===== src/rtl/mem_port_arbiter.sv =====
// Arbitrates the single-ported unified memory between instruction fetch (IF) and load/store (LS).
// One access in flight at a time; read data returns to the requester that issued it.
module mem_port_arbiter #(
  parameter int ADDR_W  = 12,
  parameter int DATA_W  = 48,
  parameter int MEM_LAT = 2
) (
  input  logic              clk,
  input  logic              reset,
  input  logic              if_req,
  input  logic [ADDR_W-1:0] if_adr,
  output logic              if_gnt,
  output logic              if_rvalid,
  output logic [DATA_W-1:0] if_rdata,
  input  logic              ls_req,
  input  logic              ls_we,
  input  logic [ADDR_W-1:0] ls_adr,
  input  logic [DATA_W-1:0] ls_wdata,
  output logic              ls_gnt,
  output logic              ls_rvalid,
  output logic [DATA_W-1:0] ls_rdata,
  output logic              memread,
  output logic              memwrite,
  output logic [ADDR_W-1:0] adr,
  output logic [DATA_W-1:0] writedata,
  input  logic [DATA_W-1:0] memdata,
  output logic              busy
);

  localparam int         CNT_W = 4;
  localparam logic [CNT_W-1:0] LAT = CNT_W'(MEM_LAT);

  typedef enum logic [1:0] {
    IDLE  = 2'd0,
    ISSUE = 2'd1,
    WAIT  = 2'd2
  } state_t;

  state_t             state_q, state_d;
  logic               owner_ls_q, owner_ls_d;
  logic               rd_q, rd_d;
  logic               last_ls_q, last_ls_d;
  logic [CNT_W-1:0]   cnt_q, cnt_d;
  logic               pick_ls;

  logic               memread_d, memwrite_d;
  logic [ADDR_W-1:0]  adr_d;
  logic [DATA_W-1:0]  writedata_d;
  logic               if_gnt_d, ls_gnt_d;
  logic               if_rvalid_d, ls_rvalid_d;
  logic [DATA_W-1:0]  if_rdata_d, ls_rdata_d;
  logic               busy_d;

  always_ff @(posedge clk or negedge reset) begin
    if (!reset) begin
      state_q    <= IDLE;
      owner_ls_q <= 1'b0;
      rd_q       <= 1'b0;
      last_ls_q  <= 1'b1;
      cnt_q      <= '0;
    end else begin
      state_q    <= state_d;
      owner_ls_q <= owner_ls_d;
      rd_q       <= rd_d;
      last_ls_q  <= last_ls_d;
      cnt_q      <= cnt_d;
    end
  end

  always_comb begin
    state_d     = state_q;
    owner_ls_d  = owner_ls_q;
    rd_d        = rd_q;
    last_ls_d   = last_ls_q;
    cnt_d       = cnt_q;
    pick_ls     = 1'b0;
    memread_d   = 1'b0;
    memwrite_d  = 1'b0;
    adr_d       = adr;
    writedata_d = writedata;
    if_gnt_d    = 1'b0;
    ls_gnt_d    = 1'b0;
    if_rvalid_d = 1'b0;
    ls_rvalid_d = 1'b0;
    if_rdata_d  = if_rdata;
    ls_rdata_d  = ls_rdata;

    case (state_q)
      IDLE: begin
        if (if_req || ls_req) begin
          // On a tie the side that did not win last time goes first.
          pick_ls     = ls_req && (!if_req || !last_ls_q);
          owner_ls_d  = pick_ls;
          last_ls_d   = pick_ls;
          rd_d        = pick_ls ? !ls_we : 1'b1;
          memread_d   = pick_ls ? !ls_we : 1'b1;
          memwrite_d  = pick_ls && ls_we;
          adr_d       = pick_ls ? ls_adr : if_adr;
          writedata_d = (pick_ls && ls_we) ? ls_wdata : '0;
          if_gnt_d    = !pick_ls;
          ls_gnt_d    = pick_ls;
          state_d     = ISSUE;
        end
      end
      ISSUE: begin
        if (rd_q) begin
          cnt_d   = LAT;
          state_d = WAIT;
        end else begin
          state_d = IDLE;
        end
      end
      WAIT: begin
        cnt_d = cnt_q - 1'b1;
        // memdata is valid in the cycle the counter would step to zero.
        if (cnt_q <= 4'd1) begin
          cnt_d   = '0;
          state_d = IDLE;
          if (owner_ls_q) begin
            ls_rdata_d  = memdata;
            ls_rvalid_d = 1'b1;
          end else begin
            if_rdata_d  = memdata;
            if_rvalid_d = 1'b1;
          end
        end
      end
      default: state_d = IDLE;
    endcase

    busy_d = (state_d != IDLE);
  end

  always_ff @(posedge clk or negedge reset) begin
    if (!reset) begin
      memread   <= 1'b0;
      memwrite  <= 1'b0;
      adr       <= '0;
      writedata <= '0;
      if_gnt    <= 1'b0;
      ls_gnt    <= 1'b0;
      if_rvalid <= 1'b0;
      ls_rvalid <= 1'b0;
      if_rdata  <= '0;
      ls_rdata  <= '0;
      busy      <= 1'b0;
    end else begin
      memread   <= memread_d;
      memwrite  <= memwrite_d;
      adr       <= adr_d;
      writedata <= writedata_d;
      if_gnt    <= if_gnt_d;
      ls_gnt    <= ls_gnt_d;
      if_rvalid <= if_rvalid_d;
      ls_rvalid <= ls_rvalid_d;
      if_rdata  <= if_rdata_d;
      ls_rdata  <= ls_rdata_d;
      busy      <= busy_d;
    end
  end

endmodule


===== config.mk =====
export PLATFORM = sky130hd
export DESIGN_NAME = mem_port_arbiter
export DESIGN_NICKNAME = d
export VERILOG_FILES = /design/src/rtl/mem_port_arbiter.sv
export SDC_FILE = /design/constraint.sdc
export NUM_CORES = 1
export LEC_CHECK = 0
export BUFFER_PORTS_ARGS = -buffer_cell sky130_fd_sc_hd__buf_2
export CORE_MARGIN = 2
export CORE_UTILIZATION = 47
export DETAILED_ROUTE_END_ITERATION = 6
export PLACE_DENSITY = 0.92
export SYNTH_ARGS = -nofsm -noshare
export SYNTH_HDL_FRONTEND = slang
export SYNTH_SLANG_ARGS = --single-unit

===== constraint.sdc =====
create_clock -name clk -period 2.82 [get_ports clk]
set_input_delay 0.282 -clock clk [delete_from_list [all_inputs] [get_ports clk]]
set_output_delay 0.282 -clock clk [all_outputs]
set_load 0.005 [all_outputs]

After elaboration in Yosys (flattened, before gate mapping)
Index checks and enable logic that the tools add are counted.
W data, S select, Z words.
Storage, ports and cells
  register bits: 172
  output and inout bits: 163
  input bits: 125
Operators by class
  reductions and logical operators: 15
  equality and inequality tests: 3
  muxes and demuxes: 24
  $lt $le $gt $ge: 1
  add/sub/neg operators: 1
  bitwise logic cells: 1
Operators by type and width (number)
  $mux W48: 1
  $mux W1: 15
  $mux W12: 1
  $mux W4: 2
  $pmux W4 S2: 1
  $mux W2: 3
  $pmux W2 S3: 1
  $reduce_and A3 Y1: 2
  $le A4 B1 Y1 const B: 1
  $logic_not A1 Y1: 4
  $reduce_and A2 Y1: 2
  $reduce_bool A2 Y1: 2
  $sub A4 B1 Y4 const B: 1
  $eq A2 B1 Y1 const B: 1
  $eq A2 B2 Y1 const B: 1
  $logic_and A1 B1 Y1: 2
  $logic_not A2 Y1: 1
  $logic_or A1 B1 Y1: 2
  $ne A2 B2 Y1 const B: 1
  $not A1 Y1: 1

Logic depth before layout (Yosys ltp)
Gate-level depths: netlist (run 1).
  depth in word-level cells: 6
  depth in mapped cells: 8

Worst setup path after synthesis (run 1)
OpenSTA, ideal clock, no wires.
  path type: register -> register
  from: reg cnt_q[0]
  to: reg ls_rdata[37]
  period minus slack after synthesis: 1964 ps
  path buffers: 3
  cell stages (with the launch flop): 9
  data arrival time: 1839 ps
  setup slack: 856 ps
  cell sequence: dfrtp_1 inv_1 ha_1 nor2_1 or4_1 clkbuf_1 buf_6 buf_6 mux2_4
Between the ends
  cells in the longest elaborated chain, start to end: 2
RTL lines
  from (decl): RTL line 43  | logic [CNT_W-1:0] cnt_q, cnt_d;
  from (signal assigned): RTL line 66  | cnt_q <= cnt_d;
  $le A4 B1 Y1: RTL line 116  | if (cnt_q <= 4'd1) begin
  $reduce_and A3 Y1 (no line)
  to (signal assigned): RTL line 157  | ls_rdata <= ls_rdata_d;
  to (decl): RTL line 21  | output logic [DATA_W-1:0] ls_rdata,
No other way between the ends.
A chain may end at the register's enable or synchronous reset.

Final worst setup path (run 1)
  from: reg cnt_q[1]
  to: reg ls_rdata[12]
The elaborated chain is that of the path after synthesis.

==> impl_metrics.tcl, run 1 <==
set metrics [dict create \
    status "finished, final reports clean" \
    swShare_pct 30.5 \
    ys_ff_latch 172 \
    hold_viol_final 0 \
    synth-main-ff-cell "dfrtp_1" \
    synthAdderAreaFrac_pct 0.390 \
    grt_setup_unrepaired "false" \
    synth_compound_area_share_pct 9.37 \
    crit_path_max_incr_delay_ns 0.60 \
    crit-reg2reg-launch "cnt_q[1]" \
    overflow 0 \
    drt_first_pass_iters 5 \
    vias 4601 \
    synth_mux_area_share_pct 17.7 \
    p_switching_mw 2.99 \
    p_leak_nw 4.55 \
    grt_pass1_vias 4635 \
    worst_r2r_path_depth 6 \
    grt_use_total_pct 21.8 \
    seqPwrFrac_pct 43.2 \
    placed_area_sq_um 8080 \
    synthArstFlopShare_pct 100 \
    power_density_nw_per_um2 1130 \
    drc_errors 0 \
    slowest_stage "or4_2" \
    h-tree-depth 4 \
    crit_buf_inv 2 \
    maxSlewViolCount 0 \
    diodes 0 \
    setup.worst_path.end "ls_rdata[12]" \
    setup-violations-final 0 \
    areaGrowthSynthToFinish_pct 35.3 \
    power_frac_comb_pct 33.7 \
    tightest_slew_ns 0.697 \
    wl_per_cell_um 17.7 \
    seq_area_frac_synth_pct 67.2 \
    worst-setup-path-type "flop to flop" \
    grt_max_degree 71 \
    fp.dieH_um 121 \
    synth_nets 534 \
    reg2reg_slack_ns 0.55 \
    worstSetupStartpoint "cnt_q[1]" \
    drive_above_1_share_pct 60.6 \
    cp_cell_sequence "inv_1, ha_1, nor2_1, or4_2, buf_4, mux2_2" \
    clockBufferDepth 2 \
    die_w_um 121 \
    cts_buffers 17 \
    die_area_sq_um 14600 \
    hp-class "input pin to flop" \
    grt_first_pass_wirelength_mm 24.0 \
    dp_hpwl_mm 11.4 \
    synth_edf_count 0 \
    cts_root_buf "clkbuf_16" \
    design_area_sq_um 8670 \
    post-cts-setup-buffers 0 \
    netlist_top_cells_count "dfrtp_1 (171), mux2_2 (89), a22o_1 (48)" \
    min_period_ns 2.27 \
    portBuffers 287 \
    vias_per_cell 5.19 \
    required_ns 3.11 \
    yosysMostFrequentCell "dfrtp_1" \
    clkSlewWorstSetupHoldPaths_ns 0.06 \
    gp_congestion 0.773 \
    clock-sinks 172 \
    intPower_mw 6.81 \
    end_kind "flop" \
    synth_top_family_by_area "multiplexers" \
    startpoint_type "flop" \
    max_freq_mhz 441 \
    initial_core_util_pct 48.2 \
    synth_largest_area_cell "dfrtp_1" \
    synth_area_leaders "dfrtp_1 (67%), mux2_2 (16%), a22o_1 (6.6%)" \
    fin_crit_sh_pct 80.3 \
    synthCells 407 \
    path_delay_family "simple AND/OR/NAND/NOR gates" \
    cp.arrival_ns 2.56 \
    finClkSkew_ns 0.00870 \
    ant_nets 0 \
    setup_tns_ns 0 \
    clock_latency_ns 0.42 \
    synth_top_area_share_pct 66.8 \
    syn_area_sq_um 6410 \
    dr.first_iter.drc_count 240 \
    synth_cell_types 31 \
    synth-simple-area-share_pct 2.87 \
    cts_tree "built" \
    num_io_pins 288 \
    crit_cells 6 \
    ys_warn_count 0 \
    synth-xor-area-share_pct 0.137 \
    nNetsFinal 824 \
    num_rows 42 \
    clock_power_share_pct 23.1 \
    vdd_drop_max_mv 0.570 \
    wl_mm 15.7 \
    relSlewSlack_pct 53.5 \
    r2r-end "ls_rdata[12]" \
    core-area_sq_um 13300 \
    cp_max_fo 49 \
    antenna_found_initial 0 \
    avgSynthCellArea_sq_um 15.7 \
    maxCapViolations 0 \
]
==> placed cells by master, fill, tap and decap left out, types with 2 or more instances in the layout <==
cell	instances
buf_2	286
dfrtp_1	171
mux2_2	89
a22o_1	48
clkbuf_16	17
and3_1	12
a221o_1	11
mux2_4	9
buf_4	7
inv_1	6
o21ai_0	3
nand2_1	3
nand3_1	3
clkinv_2	3
clkinvlp_4	3
clkbuf_1	3
buf_12	3
nor2_1	2
nand2b_1	2
a21oi_1	2
nor3_1	2
a21o_1	2
ha_1	2
clkbuf_8	2
bufinv_16	2
==> per-layer routing <==
layer / routed length [um] / up-vias / GRT usage (%) / share of wire, %
li1: - / 2067 / - / -
met1: 5960 / 2288 / 25.2 / 38
met2: 8130 / 217 / 37.2 / 52
met3: 1260 / 29 / 7.08 / 8.0
met4: 356 / 0 / 8.94 / 2.3
met5: 0 / - / 0 / 0
==> through the flow <==
stage / cells / util [%] / total power [mW] / worst slack [ns] / hold slack (ns)
floorplan: 407 / - / 5.85 / 0.856 / -0.0136
global placement: 853 / 60.8 / 7.36 / 0.616 / 0.332
detailed placement: 853 / 60.8 / 7.58 / 0.575 / 0.332
CTS: 886 / 65.2 / 9.88 / 0.565 / 0.0142
global route: 886 / 65.2 / 10.4 / 0.462 / 0.0311
finish: 886 / 65.2 / 9.80 / 0.555 / 0.0351
==> what timing repair did <==
| item | 4_1_cts | 5_1_grt |
|---|---|---|
| gates resized for setup | 0 | 0 |
| hold buffers | 1 | 0 |
| hold endpoints to repair | 68 | 0 |
==> state kept, by name, indices dropped and copies added, names as in the netlist <==
signal / flops
owner_ls_q: 1
last_ls_q: 1
ls_gnt: 1
if_gnt: 1
if_rdata: 48
if_rvalid: 1
ls_rdata: 48
ls_rvalid: 1
writedata: 48
cnt_q: 4
memwrite: 1
memread: 1
rd_q: 1
state_q: 2
adr: 12
busy: 1
==> power groups by stage <==
stage | Clock, mW | Sequential [mW] | Combinational (mW)
after floorplan | 0 | 4.27 | 1.58
after global placement | 0 | 4.18 | 3.19
after detailed placement | 0 | 4.24 | 3.34
after CTS | 2.31 | 4.23 | 3.34
after global routing | 2.43 | 4.36 | 3.61
final | 2.27 | 4.23 | 3.30
==> final cells by class <==
| cell class | count | area [sq um] |
|---|---|---|
| Clock buffer | 22 | 464 |
| Timing Repair Buffer | 298 | 1570 |
| Fill cell | 957 | 4620 |
| Multi-Input combinational cell | 202 | 1980 |
| Tap cell | 176 | 220 |
| Clock inverter | 10 | 115 |
| Inverter | 6 | 22.5 |
| Sequential cell | 172 | 4310 |
==> logic make-up after synthesis <==
logic type / after synthesis
AO/OA/AOI/OAI: 70
XOR/XNOR: 1
adder cells (fa/ha/maj): 2
buffers and inverters: 33
flip-flops: 172
multiplexers: 98
AND/OR/NAND/NOR: 31
==> worst min-delay path by stage <==
| stage | cells after the start | startpoint | to |
|---|---|---|---|
| 3_3_place_gp | 1 | reset | writedata[28] |
| 3_5_place_dp | 1 | reset | writedata[28] |
| 5_1_grt | 2 | ls_we | memread |
| 6_report | 2 | ls_we | memread |
| 4_1_cts | 2 | ls_we | memread |
| 2_1_floorplan | 0 | reset | adr[0] |
Note: power is estimated with default switching activity, not from simulation.
==> run 2, diff against run 1 <==
clock period = 2.18 ns   (was 2.82 ns; I/O delays follow)
==> run 2 against run 1 <==
Effect of this change: via count rose by 6.0%; sequential power rose by 30%; sequential cell count did not move; combinational power rose by 34%; power rose by 32%; sequential share of layout area fell by 2.1 points; clock power rose by 31%; clock skew fell by 0.0037 ns; final cell count rose by 3.6%.
==> impl_metrics.tcl, run 2 (synthesis results as in run 1) <==
set metrics [dict create \
    ant_nets 0 \
    relSlewSlack_pct 39.6 \
    maxCapViolations 0 \
    p_leak_nw 4.73 \
    hold_start "ls_wdata[40]" \
    startpoint_type "flop" \
    total_power_mw 12.9 \
    core-area_sq_um 13300 \
    hp-class "input pin to flop" \
    num_io_pins 288 \
    finClkSkew_ns 0.00500 \
    dr.first_iter.drc_count 305 \
    cts_tree "built" \
    clock-sinks 172 \
    power_frac_comb_pct 34.3 \
    fin_crit_sh_pct 93.2 \
    drt_first_pass_iters 5 \
    min_period_ns 2.03 \
    areaGrowthSynthToFinish_pct 41.3 \
    clkSlewWorstSetupHoldPaths_ns 0.06 \
    wl_mm 17.6 \
    h-tree-depth 4 \
    crit-reg2reg-launch "cnt_q[1]" \
    clock_power_share_pct 23.0 \
    cts_root_buf "clkbuf_16" \
    worst-setup-path-type "flop to flop" \
    final_cell_mix "buf_2 (286), dfrtp_1 (171), mux2_2 (89)" \
    postLayoutCoreUtil_pct 68.1 \
    nNetsFinal 858 \
    grt_setup_unrepaired "false" \
    hold_viol_final 0 \
    worstSetupStartpoint "cnt_q[1]" \
    vdd_drop_max_mv 0.691 \
    seqPwrFrac_pct 42.6 \
    power_density_nw_per_um2 1430 \
    clock_latency_ns 0.43 \
    crit_path_max_incr_delay_ns 0.54 \
    num_rows 42 \
    drive_above_1_share_pct 58.4 \
    portBuffers 287 \
    initial_core_util_pct 48.2 \
    intPower_mw 8.90 \
    layout_commonest_cell "buf_2" \
    die_area_sq_um 14600 \
    cp_cell_sequence "inv_1, ha_1, nor2_1, or4_4, clkbuf_16, mux2_4" \
    vias 4875 \
    grt_pass1_vias 5109 \
    antenna_found_initial 0 \
    grt_use_total_pct 24.0 \
    clockBufferDepth 2 \
    gp_congestion 0.776 \
    setup_tns_ns 0 \
    maxSlewViolCount 0 \
    diodes 0 \
    fp.dieH_um 121 \
    p_switching_mw 4.00 \
    vias_per_cell 5.31 \
    swShare_pct 31.0 \
    slowest_stage "or4_4" \
    required_ns 2.49 \
    drc_errors 0 \
    reg.largest.list "if_rdata x48, ls_rdata x48, writedata x48" \
    end_kind "flop" \
    setup-violations-final 0 \
    overflow 0 \
    dp_hpwl_mm 11.4 \
    path_delay_family "simple AND/OR/NAND/NOR gates" \
    status "finished, final reports clean" \
    grt_first_pass_wirelength_mm 26.7 \
    tightest_slew_ns 0.906 \
    wl_per_cell_um 19.2 \
    die_w_um 121 \
    crit_buf_inv 2 \
    cp_max_fo 24 \
    cts_buffers 17 \
    cp.arrival_ns 2.34 \
    max_freq_mhz 492 \
    grt_max_degree 53 \
]
[run 2: through the flow]
step / hold slack (ns) / area [sq um] / instances / setup slack (ns)
floorplan: -0.0776 / 6410 / 407 / 0.216
global placement: 0.189 / 8110 / 854 / 0.119
detailed placement: 0.192 / 8110 / 854 / 0.0161
CTS: 0.000337 / 9030 / 917 / 0.00896
global route: 0.00342 / 9050 / 918 / 0.131
finish: 0.0208 / 9050 / 918 / 0.148
[run 2: per-layer routing]
| layer | part of all wire, % | global-route usage (%) | vias up |
|---|---|---|---|
| met1 | 38 | 27.4 | 2421 |
| li1 | - | - | 2140 |
| met5 | 0 | 0 | - |
| met3 | 8.3 | 7.50 | 44 |
| met4 | 3.7 | 12.7 | 0 |
| met2 | 50 | 40.3 | 270 |
[run 2: area by class of cell]
| type | instances | area (sq um) |
|---|---|---|
| Fill cell | 871 | 4240 |
| Clock buffer | 20 | 467 |
| Timing Repair Buffer | 332 | 1940 |
| Sequential cell | 172 | 4310 |
| Tap cell | 176 | 220 |
| Inverter | 6 | 22.5 |
| Multi-Input combinational cell | 202 | 1980 |
| Clock inverter | 10 | 116 |
[run 2: final timing paths]
path | to | cells past startpoint | slack, ns
max | ls_rdata[41] | 6 | 0.15
min | writedata[40] | 2 | 0.02
max reg2reg | ls_rdata[41] | 6 | 0.15
min reg2reg | writedata[12] | 1 | 0.50
max in group asynchronous | last_ls_q | 3 | 1.22
min in group asynchronous | writedata[27] | 2 | 0.30
[run 2: worst reg2reg max path, delay by kind of cell (launching register included)]
kind          cells  cell delay [ns]
buf+inv           2             0.35
mux               1             0.32
flops             1             0.39
simple gates      2             0.65
fa+ha+maj         1             0.22
[run 2: what timing repair did]
item | CTS | global route
hold buffers | 33 | 0
endpoints found under the hold margin | 77 | 0
buffers inserted | 0 | 0
endpoints found under the setup margin | 0 | 38
gates resized for setup | 0 | 1
[run 2: power by group through the flow]
stage               clock network [mW]  registers (mW)  logic [mW]
floorplan                            0            5.52        2.05
global placement                     0            5.40        4.15
detailed placement                   0            5.48        4.34
CTS                               3.03            5.47        4.41
global route                      3.16            5.64        4.80
finish                            2.97            5.50        4.43
==> run 3, diff against run 2 <==
RECOVER_POWER = 100   (was default)
==> run 3 against run 2 <==
Effect of this change: non-clock buffer count is the same; clock skew grew 0.00058 ns; combinational power shrank 6.5%; via count grew 0.43%; sequential power is essentially flat; routed wire length grew 0.23%; core utilization shrank 1.4 points; sequential cell count is the same; worst setup slack lost 0.063 ns; final cell count is the same.
==> impl_metrics.tcl, run 3 (synthesis results as in run 1) <==
set metrics [dict create \
    clkSlewWorstSetupHoldPaths_ns 0.06 \
    startpoint_type "flop" \
    multi_input_area_sq_um 1940 \
    cp_max_fo 25 \
    dp_hpwl_mm 11.4 \
    grt_first_pass_wirelength_mm 26.7 \
    clock-sinks 172 \
    max_freq_mhz 477 \
    die_area_sq_um 14600 \
    dr.first_iter.drc_count 318 \
    gp_congestion 0.776 \
    worst-setup-path-type "flop to flop" \
    relSlewSlack_pct 11.5 \
    num_io_pins 288 \
    overflow 0 \
    drive_above_1_share_pct 43.9 \
    vias_per_cell 5.33 \
    cp.arrival_ns 2.39 \
    reg2reg_slack_ns 0.09 \
    drt_first_pass_iters 4 \
    cts_tree "built" \
    required_ns 2.48 \
    finClkSkew_ns 0.00558 \
    clock_latency_ns 0.43 \
    layout_commonest_cell "buf_2" \
    setup-violations-final 0 \
    r2r-end "ls_rdata[44]" \
    hold_end "ls_rdata[41]" \
    maxSlewViolCount 0 \
    antenna_found_initial 0 \
    power_density_nw_per_um2 1420 \
    maxCapViolations 0 \
    wl_mm 17.7 \
    drc_errors 0 \
    num_rows 42 \
    tightest_slew_ns 1.33 \
    hp-class "input pin to flop" \
    h-tree-depth 4 \
    grt_pass1_vias 5109 \
    setup_tns_ns 0 \
    status "finished, final reports clean" \
    fp.dieH_um 121 \
    seq_area_sq_um 4310 \
    grt_use_total_pct 24.0 \
    final_cell_mix "buf_2 (192), dfrtp_1 (171), clkbuf_1 (95)" \
    die_w_um 121 \
    vdd_drop_max_mv 0.688 \
    core-area_sq_um 13300 \
    cts_buffers 17 \
    holdPathStages 2 \
    worst_r2r_path_depth 6 \
    vias 4896 \
    areaGrowthSynthToFinish_pct 38.4 \
    end_kind "flop" \
    grt_max_degree 53 \
    wl_per_cell_um 19.2 \
    portBuffers 287 \
    grt_setup_unrepaired "false" \
    cts_root_buf "clkbuf_16" \
    min_period_ns 2.09 \
    crit-reg2reg-launch "cnt_q[1]" \
    fill_cells 958 \
    p_leak_nw 4.34 \
    fin_crit_sh_pct 96.1 \
    clockBufferDepth 2 \
    hold_viol_final 0 \
    hold_start "memdata[41]" \
    diodes 0 \
    nNetsFinal 858 \
    initial_core_util_pct 48.2 \
    total_power_mw 12.6 \
    ant_nets 0 \
    reg.largest.list "if_rdata x48, ls_rdata x48, writedata x48" \
]
run 3: cell count changes in the layout (fill, tap and decap cells not counted), sizes merged:
cell | before | now
buf | 298 | 201
clkbuf | 21 | 118
run 3: report_power, final:
part           switching (mW)  total (mW)  internal (mW)
clock                    1.21        2.97           1.77
combinational            1.94        4.14           2.20
sequential              0.867        5.52           4.66
total                    4.02        12.6           8.62
run 3: layout make-up:
cell class / count / area share [%]
sequential: 172 / 48.5
inverter: 6 / 0.254
tap: 176 / 2.48
clock inverter: 10 / 1.31
clock buffer: 20 / 5.26
multi-input combinational: 202 / 21.9
timing repair buffer: 332 / 20.2
run 3: layer usage:
layer	track usage [%]	share of wire, %	up-vias	routed length, um
met3	7.50	7.8	49	1390
met5	0	0	-	0
met1	27.4	38	2451	6740
li1	-	-	2139	-
met2	40.3	50	257	8850
met4	12.7	3.9	0	689
run 3: worst max-delay path by stage:
stage	start	endpoint	slack (ns)	depth (start not counted)
5_1_grt	cnt_q[1]	ls_rdata[37]	0.08	6
2_1_floorplan	cnt_q[0]	ls_rdata[37]	0.22	8
6_report	cnt_q[1]	ls_rdata[44]	0.09	6
3_3_place_gp	cnt_q[0]	ls_rdata[37]	0.12	6
4_1_cts	cnt_q[0]	ls_rdata[44]	0.009	6
3_5_place_dp	cnt_q[1]	ls_rdata[44]	0.02	6
run 3: metrics by stage:
step,util (%),instance area [sq um],worst slack (ns),std cells,hold WS [ns]
6_report,66.7,8870,0.0856,918,0.0168
5_1_grt,66.7,8870,0.0813,918,0.00343
4_1_cts,67.9,9030,0.00896,917,0.000337
3_5_place_dp,61.0,8110,0.0161,854,0.192
3_3_place_gp,61.0,8110,0.119,854,0.189
2_1_floorplan,-,6410,0.216,407,-0.0776
run 3: timing repair:
| item | CTS | global route |
|---|---|---|
| hold buffers | 33 | 0 |
| gates resized for setup | 0 | 1 |
| buffers inserted | 0 | 0 |
| endpoints found under the setup margin | 0 | 38 |
| endpoints found under the hold margin | 77 | 0 |
run 3: critical path, cell delays in order (launching register included):
cell	delay [ns]
dfrtp_1	0.39
inv_1	0.12
ha_1	0.22
nor2_1	0.11
or4_4	0.53
buf_6	0.23
mux2_1	0.36
